`src/rtl/port_reset_fsm_mc.sv`:
```
// Multi-port AFU reset sequencer: one HOLD -> DEACT -> CLEAR -> SET machine per port.
// Defining PORT_RESET_DRAIN_TIMEOUT_EN adds a bounded wait for the MMIO response slot in SET.

module port_reset_fsm_mc #(
    parameter int unsigned NUM_PORTS            = 4,
    parameter int unsigned SYNC_RESET_MIN_WIDTH = 256,
    parameter int unsigned DRAIN_TIMEOUT        = 4096
) (
    input  logic                 clk_2x,
    input  logic                 rst_n_2x,
    input  logic [NUM_PORTS-1:0] i_port_reset,
    input  logic [NUM_PORTS-1:0] i_flr_rcvd,
    input  logic [NUM_PORTS-1:0] i_sel_mmio_rsp,
    input  logic [NUM_PORTS-1:0] i_read_flush_done,
    output logic [NUM_PORTS-1:0] o_afu_softreset,
    output logic [NUM_PORTS-1:0] o_port_softreset_n,
    output logic [NUM_PORTS-1:0] o_flr_completed,
    output logic [NUM_PORTS-1:0] o_flr_pending,
    output logic [NUM_PORTS-1:0] o_reset_flush_done,
    output logic [NUM_PORTS-1:0] o_port_busy,
    output logic [NUM_PORTS-1:0] o_drain_timeout_err
);

    localparam int unsigned       TimerW   = $clog2(SYNC_RESET_MIN_WIDTH) + 1;
    localparam logic [TimerW-1:0] TimerMax = TimerW'(SYNC_RESET_MIN_WIDTH);

`ifdef PORT_RESET_DRAIN_TIMEOUT_EN
    localparam int unsigned       DrainW    = $clog2(DRAIN_TIMEOUT) + 1;
    localparam logic [DrainW-1:0] DrainLast = DrainW'(DRAIN_TIMEOUT - 1);
`else
    // Keeps the parameter referenced when the timeout logic is compiled out.
    logic unused_drain_cfg;
    assign unused_drain_cfg    = (DRAIN_TIMEOUT == 0);
    assign o_drain_timeout_err = '0;
`endif

    typedef enum logic [3:0] {
        StHold  = 4'b0001,
        StDeact = 4'b0010,
        StClear = 4'b0100,
        StSet   = 4'b1000
    } state_e;

    for (genvar p = 0; p < NUM_PORTS; p++) begin : g_port
        state_e            state_q;
        logic [TimerW-1:0] timer_q;
        logic              flr_flag_q;
        logic              flr_done_q;
        logic              afu_s1_q;
        logic              port_n_s1_q;
        logic              busy_s1_q;
        logic              deact_s1_q;
        logic              afu_q;
        logic              port_n_q;
        logic              busy_q;
        logic              flush_done_q;
        logic              src;
`ifdef PORT_RESET_DRAIN_TIMEOUT_EN
        logic [DrainW-1:0] drain_cnt_q;
        logic              timeout_q;
`endif

        assign src = i_port_reset[p] | flr_flag_q;

        always_ff @(posedge clk_2x or negedge rst_n_2x) begin
            if (!rst_n_2x) begin
                state_q      <= StHold;
                timer_q      <= '0;
                flr_flag_q   <= 1'b0;
                flr_done_q   <= 1'b0;
                afu_s1_q     <= 1'b1;
                port_n_s1_q  <= 1'b0;
                busy_s1_q    <= 1'b1;
                deact_s1_q   <= 1'b0;
                afu_q        <= 1'b1;
                port_n_q     <= 1'b0;
                busy_q       <= 1'b1;
                flush_done_q <= 1'b0;
`ifdef PORT_RESET_DRAIN_TIMEOUT_EN
                drain_cnt_q  <= '0;
                timeout_q    <= 1'b0;
`endif
            end else begin
                flr_done_q <= 1'b0;
                flr_flag_q <= flr_flag_q | i_flr_rcvd[p];
`ifdef PORT_RESET_DRAIN_TIMEOUT_EN
                timeout_q  <= 1'b0;
`endif

                // Two register stages between state and pins: decode, then output.
                afu_s1_q     <= (state_q != StClear);
                port_n_s1_q  <= (state_q == StClear) || (state_q == StSet);
                busy_s1_q    <= (state_q != StClear);
                deact_s1_q   <= (state_q == StDeact);
                afu_q        <= afu_s1_q;
                port_n_q     <= port_n_s1_q;
                busy_q       <= busy_s1_q;
                flush_done_q <= i_read_flush_done[p] & deact_s1_q;

                unique case (state_q)
                    StHold: begin
                        if (timer_q == TimerMax) begin
                            state_q <= StDeact;
                        end else begin
                            timer_q <= timer_q + TimerW'(1);
                        end
                    end
                    StDeact: begin
                        // A new FLR on the completion edge keeps the flag set.
                        if (flr_flag_q) begin
                            flr_done_q <= 1'b1;
                            flr_flag_q <= i_flr_rcvd[p];
                        end
                        if (!src) begin
                            state_q <= StClear;
                        end
                    end
                    StClear: begin
`ifdef PORT_RESET_DRAIN_TIMEOUT_EN
                        drain_cnt_q <= '0;
`endif
                        if (src) begin
                            state_q <= StSet;
                        end
                    end
                    StSet: begin
                        timer_q <= '0;
                        if (i_sel_mmio_rsp[p]) begin
                            state_q <= StHold;
                        end
`ifdef PORT_RESET_DRAIN_TIMEOUT_EN
                        else if (drain_cnt_q == DrainLast) begin
                            state_q   <= StHold;
                            timeout_q <= 1'b1;
                        end else begin
                            drain_cnt_q <= drain_cnt_q + DrainW'(1);
                        end
`endif
                    end
                    default: begin
                        state_q <= StHold;
                        timer_q <= '0;
                    end
                endcase
            end
        end

        assign o_afu_softreset[p]    = afu_q;
        assign o_port_softreset_n[p] = port_n_q;
        assign o_flr_completed[p]    = flr_done_q;
        assign o_flr_pending[p]      = flr_flag_q;
        assign o_reset_flush_done[p] = flush_done_q;
        assign o_port_busy[p]        = busy_q;
`ifdef PORT_RESET_DRAIN_TIMEOUT_EN
        assign o_drain_timeout_err[p] = timeout_q;
`endif
    end

endmodule

```
`config.mk`:
```
export PLATFORM = sky130hd
export DESIGN_NAME = port_reset_fsm_mc
export DESIGN_NICKNAME = d
export VERILOG_FILES = /design/src/rtl/port_reset_fsm_mc.sv
export SDC_FILE = /design/constraint.sdc
export NUM_CORES = 1
export LEC_CHECK = 0
export BUFFER_PORTS_ARGS = -buffer_cell sky130_fd_sc_hd__buf_2
export CORE_MARGIN = 2
export CORE_UTILIZATION = 55
export DETAILED_ROUTE_END_ITERATION = 12
export GPL_TIMING_DRIVEN = 0
export PLACE_DENSITY_LB_ADDON = 0.08
export SYNTH_ARGS = -nofsm -noshare
export SYNTH_HDL_FRONTEND = slang
export SYNTH_SLANG_ARGS = --single-unit
```
`constraint.sdc`:
```
create_clock -name clk_2x -period 5.4 [get_ports clk_2x]
set_clock_uncertainty 0.1 [all_clocks]
set_input_delay 0.27 -clock clk_2x [delete_from_list [all_inputs] [get_ports clk_2x]]
set_output_delay 0.27 -clock clk_2x [all_outputs]
set_load 0.02 [all_outputs]
```
## Word level (Yosys, flattened, before mapping)

Index checks and enable logic that the tools add are counted.

| storage, ports and cells | value |
|---|---|
| bits in registers | 84 |
| word-level logic and storage cells | 164 |

| cells by class | value |
|---|---|
| $add $sub $neg | 4 |
| equal/unequal tests | 44 |
| muxes and demuxes | 44 |
| bitwise gates (word level) | 16 |
| reductions and logical operators | 16 |

Operator list:

| cell | number |
|---|---|
| $pmux W9 S2 | 4 |
| $mux W4 | 16 |
| $pmux W4 S4 | 4 |
| $ne A2 B2 Y1 const B | 20 |
| $add A9 B1 Y9 const B | 4 |
| $eq A9 B9 Y1 const B | 4 |
| $mux W9 | 4 |
| $eq A4 B1 Y1 const B | 4 |
| $eq A4 B2 Y1 const B | 4 |
| $eq A4 B3 Y1 const B | 4 |
| $eq A4 B4 Y1 const B | 4 |
| $mux W1 | 16 |
| $ne A4 B3 Y1 const B | 4 |
| $reduce_and A4 Y1 | 4 |
| $or A1 B1 Y1 | 8 |
| $reduce_and A2 Y1 | 4 |
| $reduce_or A2 Y1 | 4 |
| $and A1 B1 Y1 | 4 |
| $logic_or A1 B1 Y1 | 4 |
| $not A1 Y1 | 4 |

## Depth between registers and ports, before layout

Gate-level depths: netlist of the first run.

| logic depth | value |
|---|---|
| depth after elaboration | 4 |
| gate-level depth with buffers | 7 |

## Worst setup path before layout of the first run

Ideal clock, no wire load.

| path | value |
|---|---|
| path type | register -> register |
| start point | register g_port[3].state_q[0] |
| end point | register g_port[3].timer_q[6] |
| setup time | 103 ps |
| arrival | 1,628 ps |
| required time | 5,197 ps |
| slack | 3,569 ps |
| stages on the path, launching flop included | 6 |
| period minus slack after synthesis | 1,831 ps |
| path through | dfstp_2 > buf_2 > or4b_1 > buf_2 > buf_6 > o41ai_2 |

| on the way | value |
|---|---|
| word-level cells in the longest chain between the ends | 4 |
| elaborated cells on any way between the ends | 8 |

RTL lines:

| what | line | RTL |
|---|---|---|
| start, declared | 45 | `state_e state_q;` |
| start signal, assigned | 67 | `state_q <= StHold;` |
| start signal, assigned | 103 | `state_q <= StDeact;` |
| start signal, assigned | 115 | `state_q <= StClear;` |
| $eq A4 B3 Y1 or $eq A4 B2 Y1 (tied branches) | 100 | `unique case (state_q)` |
| $reduce_or A2 Y1 (no line) | n/a |  |
| $not A1 Y1 (no line) | n/a |  |
| $reduce_and A2 Y1 (no line) | n/a |  |
| end signal, assigned | 105 | `timer_q <= timer_q + TimerW'(1);` |
| end, declared | 46 | `logic [TimerW-1:0] timer_q;` |

Several ways; a longest one is shown, not always the timed one.
A chain may end at the register's enable or synchronous reset.

## Final worst setup path of the first run

| path | value |
|---|---|
| start point | register g_port[0].state_q[1] |
| end point | register g_port[0].timer_q[7] |

| on the way | value |
|---|---|
| word-level cells in the longest chain between the ends | 4 |
| elaborated cells on any way between the ends | 8 |

RTL lines:

| what | line |
|---|---|
| start, declared | 45 |
| start signal, assigned | 67 |
| start signal, assigned | 103 |
| start signal, assigned | 115 |
| $eq A4 B3 Y1 or $eq A4 B2 Y1 (tied branches) | 100 |
| $reduce_or A2 Y1 (no line) | n/a |
| $not A1 Y1 (no line) | n/a |
| $reduce_and A2 Y1 (no line) | n/a |
| end signal, assigned | 105 |
| end, declared | 46 |

Several ways; a longest one is shown, not always the timed one.

==> run_results.csv, run 1 <==
group,metric,value,unit
sta,final-hold-violation-count,0,
global_route,gr-total-overflow,0,
sta,post-route-period-util,0.375,
cts,cts_tree,"built",
cts,numCtsBuffers,9,
cts,htreeDepth,3,
critical_path,critical_path_arrival,2.21,ns
critical_path,cp-end-kind,"flip-flop",
logic_synthesis,synthFlopType,"dfrtp_1",
logic_synthesis,ys_seq_area_frac,0.495,
detailed_routing,routed_wirelength,7370,um
floorplan,fp-row-count,32,
flow_run,maxCapViolCount,0,
critical_path,worstPathRequired,5.58,ns
floorplan,initial_utilization,0.562,
layout,final_nets,495,
layout,final_cell_mix,"72 x dfrtp_1, 46 x buf_2, 31 x buf_4",
sta,rsz0062_at_grt,"no",
cts,postCtsResizedCells,0,
floorplan,dieArea,0.00849,sq mm
placement,dp_cells,558,
floorplan,fp.dieH,92.2,um
cts,cts_root_buf,"clkbuf_8",
detailed_routing,drc_errors,0,
floorplan,ioPinCount,46,
critical_path,crit_fanout,9,
layout,syn2layout_area_growth,13.1,%
layout,stdcell_count,575,
sta,setup_viol,0,
global_route,grt_antenna_before_repair,0,
layout,fill_cells,645,
logic_synthesis,ys_ff_latch,84,
sta,tightest_slew,0.981,ns
detailed_routing,drt_first_pass_iters,4,
global_route,grt_pass1_vias,2804,
detailed_routing,ant_nets,0,
logic_synthesis,ys_types,60,
sta,slew_headroom,0.337,
placement,dp_hpwl,5160,um
sta,fmaxAchievable,494,MHz
cts,path_clk_slew,0.08,ns
min_path,hp-class,"in -> reg",
outcome,status,"finished, final reports clean",
sta,timing.hold.ws,0.0226,ns
layout,drive_above_1_share,0.266,
critical_path,startpoint_type,"flip-flop",
cts,clock_sinks,84,
detailed_routing,wire_per_inst,12.8,um
pwr,power,1.16,mW
sta,setup_tns,0,ns
floorplan,chipWidth,92.2,um
pwr,powerDensity,239,mW/mm^2
detailed_routing,via_per_inst,5.39,
floorplan,core_area,0.00761,sq mm
critical_path,rrSetupSlack,3.38,ns
logic_synthesis,avgSynthCellArea,10.4,sq um
critical_path,path_class,"reg -> reg",
sta,period_minus_slack,2.02,ns
detailed_routing,drt_iter0_drc,89,
logic_synthesis,synth_area,0.00427,sq mm
layout,final_common_cell,"dfrtp_1",
sta,slew_viol_final,0,
global_route,grt_max_degree,46,
placement,globalplace.congestion,0.818,
layout,fin_util,0.636,
logic_synthesis,ys_async_sr_fraction,1.00,
placement,portBuffers,41,
logic_synthesis,yosysWarnings,0,
logic_synthesis,synth-edff-count,0,
pwr,p_leak,2.23,nW
logic_synthesis,syn-instance-count,411,
cts,clk_path_buf_depth,2,
global_route,grtUsageTotal,0.182,
cts,clock_latency,0.35,ns
pwr,vdd_drop_max,0.153,mV
cts,post_cts_buffers,0,
layout,antennaDiodeCount,0,
global_route,grt_first_pass_wirelength,12400,um
detailed_routing,num_vias,3100,
==> area by class of cell <==
cell class | count | area (sq um) | area share
flip-flops and latches | 84 | 2120 | 0.438
multi-input cells | 268 | 1790 | 0.369
plain buffers | 47 | 327 | 0.0675
repair buffers | 44 | 255 | 0.0528
clock buffers | 11 | 141 | 0.0292
well taps | 102 | 128 | 0.0264
inverters | 15 | 56.3 | 0.0116
clock inverters | 4 | 26.3 | 0.00543
==> cell usage after synthesis, types with 5 or more instances <==
master	instances	share of area
nor4b_1	8	0.016
nor3_1	18	0.021
dfstp_2	12	0.074
xnor2_1	14	0.029
clkbuf_1	7	0.0061
nand3_1	11	0.013
buf_2	6	0.0070
inv_1	15	0.013
o21bai_1	5	0.0088
ha_1	8	0.023
a31oi_1	5	0.0073
and2_1	10	0.015
o21ai_0	26	0.030
nor2_1	27	0.024
nand4_1	7	0.010
dfrtp_1	72	0.42
nand2_1	23	0.020
a21oi_1	13	0.015
or2_2	5	0.0073
o31ai_1	9	0.016
and3_1	5	0.0073
buf_4	30	0.053
nand3b_1	7	0.012
==> power by group <==
group          internal [mW]  total (mW)  switching, mW
clock network          0.177       0.393          0.216
registers              0.650       0.676         0.0260
logic                 0.0424      0.0892         0.0468
==> metal layers <==
metal	wire length [um]	share of wire	vias to the layer above	GRT usage
li1	-	-	1540	-
met1	3590	0.49	1494	0.238
met2	3450	0.47	57	0.298
met3	228	0.031	9	0.0329
met4	105	0.014	0	0.0771
met5	0	0	-	0
==> kinds of logic after synthesis <==
family	after synthesis	synth area share
adder cells (fa/ha/maj)	8	0.0234
XOR/XNOR	18	0.0369
AND/OR/NAND/NOR	150	0.208
multiplexers	3	0.00761
AO/OA/AOI/OAI	85	0.139
other	1	0.000877
flip-flops	84	0.495
buffers and inverters	62	0.0896
==> sequential cells by signal, indices dropped and copies added (netlist names) <==
register,flops
g_port.flr_flag_q,4
g_port.busy_s1_q,4
g_port.deact_s1_q,4
g_port.busy_q,4
g_port.flush_done_q,4
g_port.port_n_s1_q,4
g_port.port_n_q,4
g_port.state_q,16
g_port.timer_q,36
g_port.flr_done_q,4
==> path summary, 6_finish.rpt <==
check | from | end | cells past startpoint
min in group asynchronous | rst_n_2x | g_port[1].state_q[3] | 2
worst max-delay path | g_port[0].state_q[1] | g_port[0].timer_q[7] | 4
worst min-delay path | i_flr_rcvd[0] | g_port[0].flr_flag_q | 2
worst min register to register | g_port[2].port_n_s1_q | g_port[2].port_n_q | 0
max in group asynchronous | rst_n_2x | g_port[3].busy_s1_q | 3
worst max register to register | g_port[0].state_q[1] | g_port[0].timer_q[7] | 4
==> worst max-delay path: stages, from the launching register on <==
cell	delay, ns
dfrtp_1	0.36
buf_4	0.16
nor4b_1	0.86
a211o_1	0.32
a211o_1	0.16
==> stage by stage <==
stage          worst slack (ns)  area (sq um)
2_1_floorplan              3.57          4290
3_3_place_gp               3.31          4620
3_5_place_dp               3.37          4650
4_1_cts                    3.39          4840
5_1_grt                    3.22          4840
6_report                   3.38          4840
==> repair_timing <==
action	CTS	global route
endpoints found under the setup margin	0	0
endpoints found under the hold margin	32	0
hold buffers	2	0
(Power assumes the default switching activity.)
==> inputs of run 2 (changes only) <==
--- a/config.mk
+++ b/config.mk
@@ -5,6 +5,7 @@
 export SDC_FILE = /design/constraint.sdc
 export NUM_CORES = 1
 export LEC_CHECK = 0
+export ABC_AREA = 1
 export BUFFER_PORTS_ARGS = -buffer_cell sky130_fd_sc_hd__buf_2
 export CORE_MARGIN = 2
 export CORE_UTILIZATION = 55
==> constraint.sdc (replaced) <==
create_clock -name clk_2x -period 2 [get_ports clk_2x]
set_clock_uncertainty 0.1 [all_clocks]
set_input_delay 0.1 -clock clk_2x [delete_from_list [all_inputs] [get_ports clk_2x]]
set_output_delay 0.1 -clock clk_2x [all_outputs]
set_load 0.02 [all_outputs]
==> run 2 against run 1 <==
Net effect:
- wire length grew 5.6%
- power grew to 2.7 times the previous value
- clock-buffer cell count grew 3
- highest routed layer unchanged
- global-route usage grew 2.3 points
- critical path depth grew 6
- area after synthesis is essentially flat
- core utilization grew 1.4 points
- via count grew 13%
==> run_results.csv, run 2 <==
group,metric,value,unit
cts,clock_latency,0.35,ns
cts,clk_path_buf_depth,2,
critical_path,reg2reg_to,"g_port[0].timer_q[2]",
detailed_routing,drc_errors,0,
layout,final_common_cell,"nand2_1",
logic_synthesis,ys_async_sr_fraction,1.00,
logic_synthesis,synth_area,0.00428,sq mm
placement,globalplace.congestion,0.844,
cts,cts_root_buf,"clkbuf_8",
critical_path,r2r_cells,10,
logic_synthesis,yosysWarnings,0,
sta,rsz0062_at_grt,"no",
floorplan,initial_utilization,0.559,
global_route,grt_antenna_before_repair,0,
global_route,grt_pass1_vias,3430,
cts,htreeDepth,3,
layout,final_nets,643,
logic_synthesis,netlist_top_cells_area,"dfrtp_1 42%, nand2_1 14%, nand3_1 8.3%",
sta,period_minus_slack,1.59,ns
layout,largest_reg_flops,36,
detailed_routing,wire_per_inst,10.8,um
sta,final-hold-violation-count,0,
flow_run,maxCapViolCount,0,
pwr,power,3.18,mW
critical_path,crit_start,"g_port[0].timer_q[0]",
sta,fin_ws,0.406,ns
layout,fill_cells,660,
critical_path,worstPathRequired,2.18,ns
critical_path,path_class,"reg -> reg",
floorplan,fp-row-count,32,
global_route,grt_first_pass_wirelength,14100,um
layout,drive_above_1_share,0.178,
detailed_routing,via_per_inst,4.84,
sta,setup_viol,0,
layout,stdcell_count,724,
sta,timing.hold.ws,0.0108,ns
cts,clock_sinks,84,
placement,portBuffers,41,
pwr,p_leak,2.86,nW
placement,dp_cells,693,
logic_synthesis,synthTopCellsByCount,"165 x nand2_1, 86 x inv_1, 72 x dfrtp_1",
sta,post-route-period-util,0.797,
global_route,gr-total-overflow,0,
logic_synthesis,synth_most_common_cell,"nand2_1",
placement,dp_hpwl,5520,um
critical_path,reg2reg_from,"g_port[0].timer_q[0]",
sta,slew_viol_final,0,
cts,path_clk_slew,0.08,ns
critical_path,critical_path_arrival,1.77,ns
logic_synthesis,ys_types,25,
cts,postCtsResizedCells,0,
layout,final_cell_mix,"165 x nand2_1, 86 x inv_1, 72 x dfrtp_1",
cts,cts_tree,"built",
detailed_routing,num_vias,3502,
critical_path,rrSetupSlack,0.41,ns
cts,numCtsBuffers,9,
critical_path,crit_fanout,9,
detailed_routing,ant_nets,0,
min_path,hp-class,"in -> reg",
logic_synthesis,syn-instance-count,546,
logic_synthesis,synth_top_area_share,0.421,
outcome,status,"finished, final reports clean",
global_route,grtUsageTotal,0.205,
pwr,vdd_drop_max,0.392,mV
logic_synthesis,avgSynthCellArea,7.83,sq um
floorplan,dieArea,0.00850,sq mm
sta,setup_tns,0,ns
logic_synthesis,ys_ff_latch,84,
detailed_routing,routed_wirelength,7790,um
floorplan,core_area,0.00765,sq mm
detailed_routing,drt_first_pass_iters,4,
logic_synthesis,ys_seq_area_frac,0.495,
layout,top_regs,"g_port.timer_q x36, g_port.state_q x16",
sta,fmaxAchievable,627,MHz
critical_path,startpoint_type,"flip-flop",
floorplan,fp.dieH,92.2,um
critical_path,cp-endpoint,"g_port[0].timer_q[2]",
placement,pre_cts_ws,0.414,ns
logic_synthesis,yosysTopAreaCell,"dfrtp_1",
layout,top_register,"g_port.timer_q",
layout,syn2layout_area_growth,16.1,%
floorplan,chipWidth,92.2,um
critical_path,cp-end-kind,"flip-flop",
logic_synthesis,synth-edff-count,0,
pwr,powerDensity,640,mW/mm^2
logic_synthesis,synthFlopType,"dfrtp_1",
floorplan,ioPinCount,46,
global_route,grt_max_degree,60,
layout,antennaDiodeCount,0,
detailed_routing,drt_iter0_drc,100,
==> run 2: cell count changes in the layout (fill, tap and decap cells not counted), moves of 7 or more <==
| cell | previous run | this run |
|---|---|---|
| nor4b_1 | 8 | 0 |
| and2_1 | 10 | 0 |
| nand3_1 | 11 | 71 |
| nand3b_1 | 7 | 0 |
| xnor2_1 | 14 | 0 |
| nand2_1 | 23 | 165 |
| nor2_2 | 0 | 7 |
| inv_1 | 15 | 86 |
| o21ai_0 | 26 | 9 |
| dlygate4sd3_1 | 2 | 15 |
| a21oi_1 | 13 | 0 |
| nor3_1 | 18 | 3 |
| o31ai_1 | 9 | 1 |
| nor2_1 | 27 | 48 |
==> run 2: area by class of cell <==
cell class	instances	area [sq um]	area share
sequential	84	2120	0.426
multi-input combinational	349	1630	0.328
timing repair buffer	57	385	0.0776
clock buffer	14	153	0.0307
tap	102	128	0.0257
inverter	88	330	0.0665
clock inverter	2	12.5	0.00252
buffer	28	210	0.0423
==> run 2: worst max-delay path, cell delays in order (launching register included) <==
cell,delay [ns]
dfrtp_1,0.42
inv_1,0.09
ha_1,0.15
nand2_1,0.04
inv_1,0.04
nand2_1,0.05
nor2_2,0.11
inv_1,0.10
o21ai_4,0.26
nand2_1,0.09
nand2_1,0.08
==> run 2: worst min path at each step <==
stage	from	endpoint	slack, ns	cells after the start
2_1_floorplan	rst_n_2x	g_port[0].deact_s1_q	-0.30	0
3_3_place_gp	i_read_flush_done[2]	g_port[2].flush_done_q	0.19	3
3_5_place_dp	rst_n_2x	g_port[2].flush_done_q	-0.06	1
4_1_cts	i_port_reset[0]	g_port[0].state_q[2]	0.005	4
5_1_grt	i_port_reset[0]	g_port[0].state_q[2]	0.05	4
6_report	i_port_reset[0]	g_port[0].state_q[3]	0.01	5
==> run 2: stage by stage <==
stage	utilization	area [sq um]
3_3_place_gp	0.604	4620
2_1_floorplan	-	4290
4_1_cts	0.649	4970
5_1_grt	0.649	4970
6_report	0.649	4970
3_5_place_dp	0.608	4650
==> run 2: layer usage <==
metal | wire length, um | up-vias | part of all wire | track usage
met4 | 150 | 0 | 0.019 | 0.0846
met1 | 3610 | 1608 | 0.46 | 0.255
met5 | 0 | - | 0 | 0
li1 | - | 1800 | - | -
met3 | 303 | 13 | 0.039 | 0.0345
met2 | 3730 | 81 | 0.48 | 0.355
==> run 2: kinds of logic (layout without fill, tap and decap cells) <==
| family | after synthesis | in the layout | synth area share |
|---|---|---|---|
| AND/OR/NAND/NOR | 313 | 313 | 0.314 |
| buffers and inverters | 116 | 189 | 0.126 |
| flip-flops | 84 | 84 | 0.495 |
| AO/OA/AOI/OAI | 22 | 22 | 0.0363 |
| adder cells (fa/ha/maj) | 8 | 8 | 0.0234 |
| XOR/XNOR | 2 | 2 | 0.00410 |
| other | 1 | 4 | 0.000877 |
==> run 2: what timing repair did <==
item                                   in CTS  in global routing
hold buffers                               15                  0
endpoints found under the hold margin      89                  0
buffers inserted                            0                  0
==> run 2: where the power goes <==
| group | internal [mW] | switching, mW | leakage, nW |
|---|---|---|---|
| clock | 0.486 | 0.573 | 0.0807 |
| sequential | 1.76 | 0.0680 | 1.06 |
| combinational | 0.124 | 0.171 | 1.72 |
==> inputs of run 3 (changes only) <==
--- a/config.mk
+++ b/config.mk
@@ -8,7 +8,7 @@
 export ABC_AREA = 1
 export BUFFER_PORTS_ARGS = -buffer_cell sky130_fd_sc_hd__buf_2
 export CORE_MARGIN = 2
-export CORE_UTILIZATION = 55
+export CORE_UTILIZATION = 53
 export DETAILED_ROUTE_END_ITERATION = 12
 export GPL_TIMING_DRIVEN = 0
 export PLACE_DENSITY_LB_ADDON = 0.08
==> constraint.sdc (replaced) <==
create_clock -name clk_2x -period 1.38 [get_ports clk_2x]
set_clock_uncertainty 0.1 [all_clocks]
set_input_delay 0.069 -clock clk_2x [delete_from_list [all_inputs] [get_ports clk_2x]]
set_output_delay 0.069 -clock clk_2x [all_outputs]
set_load 0.02 [all_outputs]
==> run 3 against run 2 <==
Net effect:
- flip-flop and latch count unchanged
- maximum frequency up 3.1%
- global-route usage up 1.1 points
- clock-buffer cell count fell by 3
- critical path type unchanged
- the run now ends with negative setup slack left
- final area rose by 16%
- sequential power grew 46%
- largest power group unchanged
==> run_results.csv, run 3 (same netlist as run 2, synthesis figures left out) <==
group,metric,value,unit
placement,globalplace.congestion,0.886,
cts,numCtsBuffers,9,
layout,stdcell_count,766,
critical_path,path_class,"reg -> reg",
floorplan,initial_utilization,0.551,
placement,dp_cells,693,
layout,top_register,"g_port.timer_q",
sta,post-route-period-util,1.12,
cts,clock_latency,0.36,ns
placement,dpl_cell_area,0.00465,sq mm
critical_path,cpMaxStageDelayCell,"dfrtp_1",
layout,syn2layout_area_growth,35.2,%
sta,fmaxAchievable,647,MHz
placement,portBuffers,41,
layout,top_regs,"g_port.timer_q x36, g_port.state_q x16",
floorplan,ioPinCount,46,
detailed_routing,routed_wirelength,9300,um
sta,rsz0062_at_grt,"yes",
floorplan,dieArea,0.00880,sq mm
pwr,powerDensity,955,mW/mm^2
floorplan,fp.dieH,93.8,um
critical_path,critical_path_arrival,1.74,ns
critical_path,cp_common_cell,"nor2_4",
critical_path,path_delay_family,"simple AND/OR/NAND/NOR gates",
pwr,vdd_drop_max,0.790,mV
layout,postLayoutCellArea,0.00578,sq mm
outcome,violations,"negative setup slack",
layout,fill_cells,562,
layout,drive_above_1_share,0.372,
detailed_routing,drc_errors,0,
layout,final_common_cell,"nand2_1",
sta,slew_viol_final,0,
floorplan,fp-row-count,32,
min_path,hp-class,"in -> async",
layout,largest_reg_flops,36,
detailed_routing,wire_per_inst,12.1,um
critical_path,worstPathRequired,1.58,ns
critical_path,path_cells,"inv_2 -> ha_4 -> nand2_1 -> inv_1 -> nand2_2 -> nor2_4 -> buf_6 -> nor2_4 -> nor2_4 -> nand3_2 -> nand2_1",
critical_path,rrSetupSlack,-0.17,ns
cts,path_clk_slew,0.09,ns
cts,htreeDepth,3,
cts,clock_sinks,84,
floorplan,core_area,0.00777,sq mm
layout,final_cell_mix,"135 x nand2_1, 71 x dfrtp_1, 63 x inv_1",
global_route,gr-total-overflow,0,
sta,period_minus_slack,1.55,ns
pwr,p_leak,3.16,nW
global_route,grt_max_degree,60,
global_route,grt_pass1_vias,3619,
layout,seqCellArea,0.00212,sq mm
critical_path,cp-end-kind,"flip-flop",
critical_path,startpoint_type,"flip-flop",
global_route,grt_first_pass_wirelength,15100,um
pwr,power,5.53,mW
critical_path,path_buf_inv,3,
placement,dp_hpwl,5490,um
cts,clk_path_buf_depth,2,
detailed_routing,drt_first_pass_iters,4,
detailed_routing,ant_nets,0,
critical_path,crit_fanout,5,
sta,final-hold-violation-count,0,
cts,cts_root_buf,"clkbuf_8",
critical_path,critPathMaxStageDelay,0.42,ns
floorplan,chipWidth,93.8,um
flow_run,maxCapViolCount,0,
outcome,status,"finished with violations",
layout,antennaDiodeCount,0,
layout,final_nets,685,
detailed_routing,num_vias,3803,
detailed_routing,via_per_inst,4.96,
sta,fin_ws,-0.166,ns
layout,multi_input_area,0.00205,sq mm
detailed_routing,drt_iter0_drc,127,
global_route,grt_antenna_before_repair,0,
global_route,grtUsageTotal,0.216,
sta,setup_viol,45,
cts,cts_tree,"built",
run 3: cell count changes in the layout (fill, tap and decap cells not counted), moves of 5 or more:
| cell | change |
|---|---|
| buf_4 | +33 |
| nand2_1 | -30 |
| nand2_2 | +26 |
| inv_1 | -23 |
| inv_2 | +17 |
| nand3_1 | -17 |
| nand3_2 | +15 |
| nor2_1 | -13 |
| nor2_4 | +12 |
| ha_1 | -7 |
| inv_4 | +5 |
| nand2_4 | +5 |
run 3: metal layers:
metal / track usage / vias up / routed length, um
li1: - / 1901 / -
met1: 0.258 / 1792 / 3920
met2: 0.379 / 84 / 4720
met3: 0.0353 / 26 / 322
met4: 0.104 / 0 / 341
met5: 0 / - / 0
run 3: final cells by class:
class	instances	area share
flip-flops and latches	84	0.366
multi-input cells	353	0.355
repair buffers	95	0.119
inverters	88	0.0599
plain buffers	28	0.0363
clock buffers	11	0.0244
well taps	102	0.0221
clock inverters	5	0.0173
run 3: final timing paths:
path,endpoint,cells past startpoint,start
max,g_port[1].state_q[2],11,g_port[1].timer_q[0]
min in group clk_2x,g_port[2].port_n_q,0,g_port[2].port_n_s1_q
min,g_port[2].flush_done_q,2,rst_n_2x
max in group asynchronous,g_port[0].busy_s1_q,3,rst_n_2x
max reg2reg,g_port[1].state_q[2],11,g_port[1].timer_q[0]
min reg2reg,g_port[2].port_n_q,0,g_port[2].port_n_s1_q
run 3: power by group:
group / leakage [nW] / switching [mW] / internal [mW]
Clock: 0.123 / 0.876 / 1.25
Combinational: 1.97 / 0.396 / 0.345
Sequential: 1.06 / 0.115 / 2.55
run 3: per-stage QoR:
step | hold slack (ns) | setup WS, ns | TNS [ns] | utilization
after floorplan | -0.327 | 0.000711 | 0 | -
after global placement | 0.155 | -0.545 | -45.42 | 0.595
after detailed placement | -0.0935 | -0.169 | -6.00 | 0.599
after CTS | 0.0580 | -0.131 | -2.69 | 0.700
after global routing | 0.0861 | -0.282 | -8.62 | 0.745
final | 0.0608 | -0.166 | -4.13 | 0.745
run 3: timing repair:
item	CTS	global route
pin swaps	27	36
gates resized for setup	56	75
hold endpoints to repair	93	0
endpoints found under the setup margin	47	51
gates cloned	4	0
setup buffers	20	16
hold buffers	17	0
run 3: worst register-to-register path: cells and delay by family (launching register included):
kind | cells | cell delay, ns
DFF | 1 | 0.42
adders and majority gates | 1 | 0.13
and+or+nand+nor | 7 | 0.58
buffers and inverters | 3 | 0.27
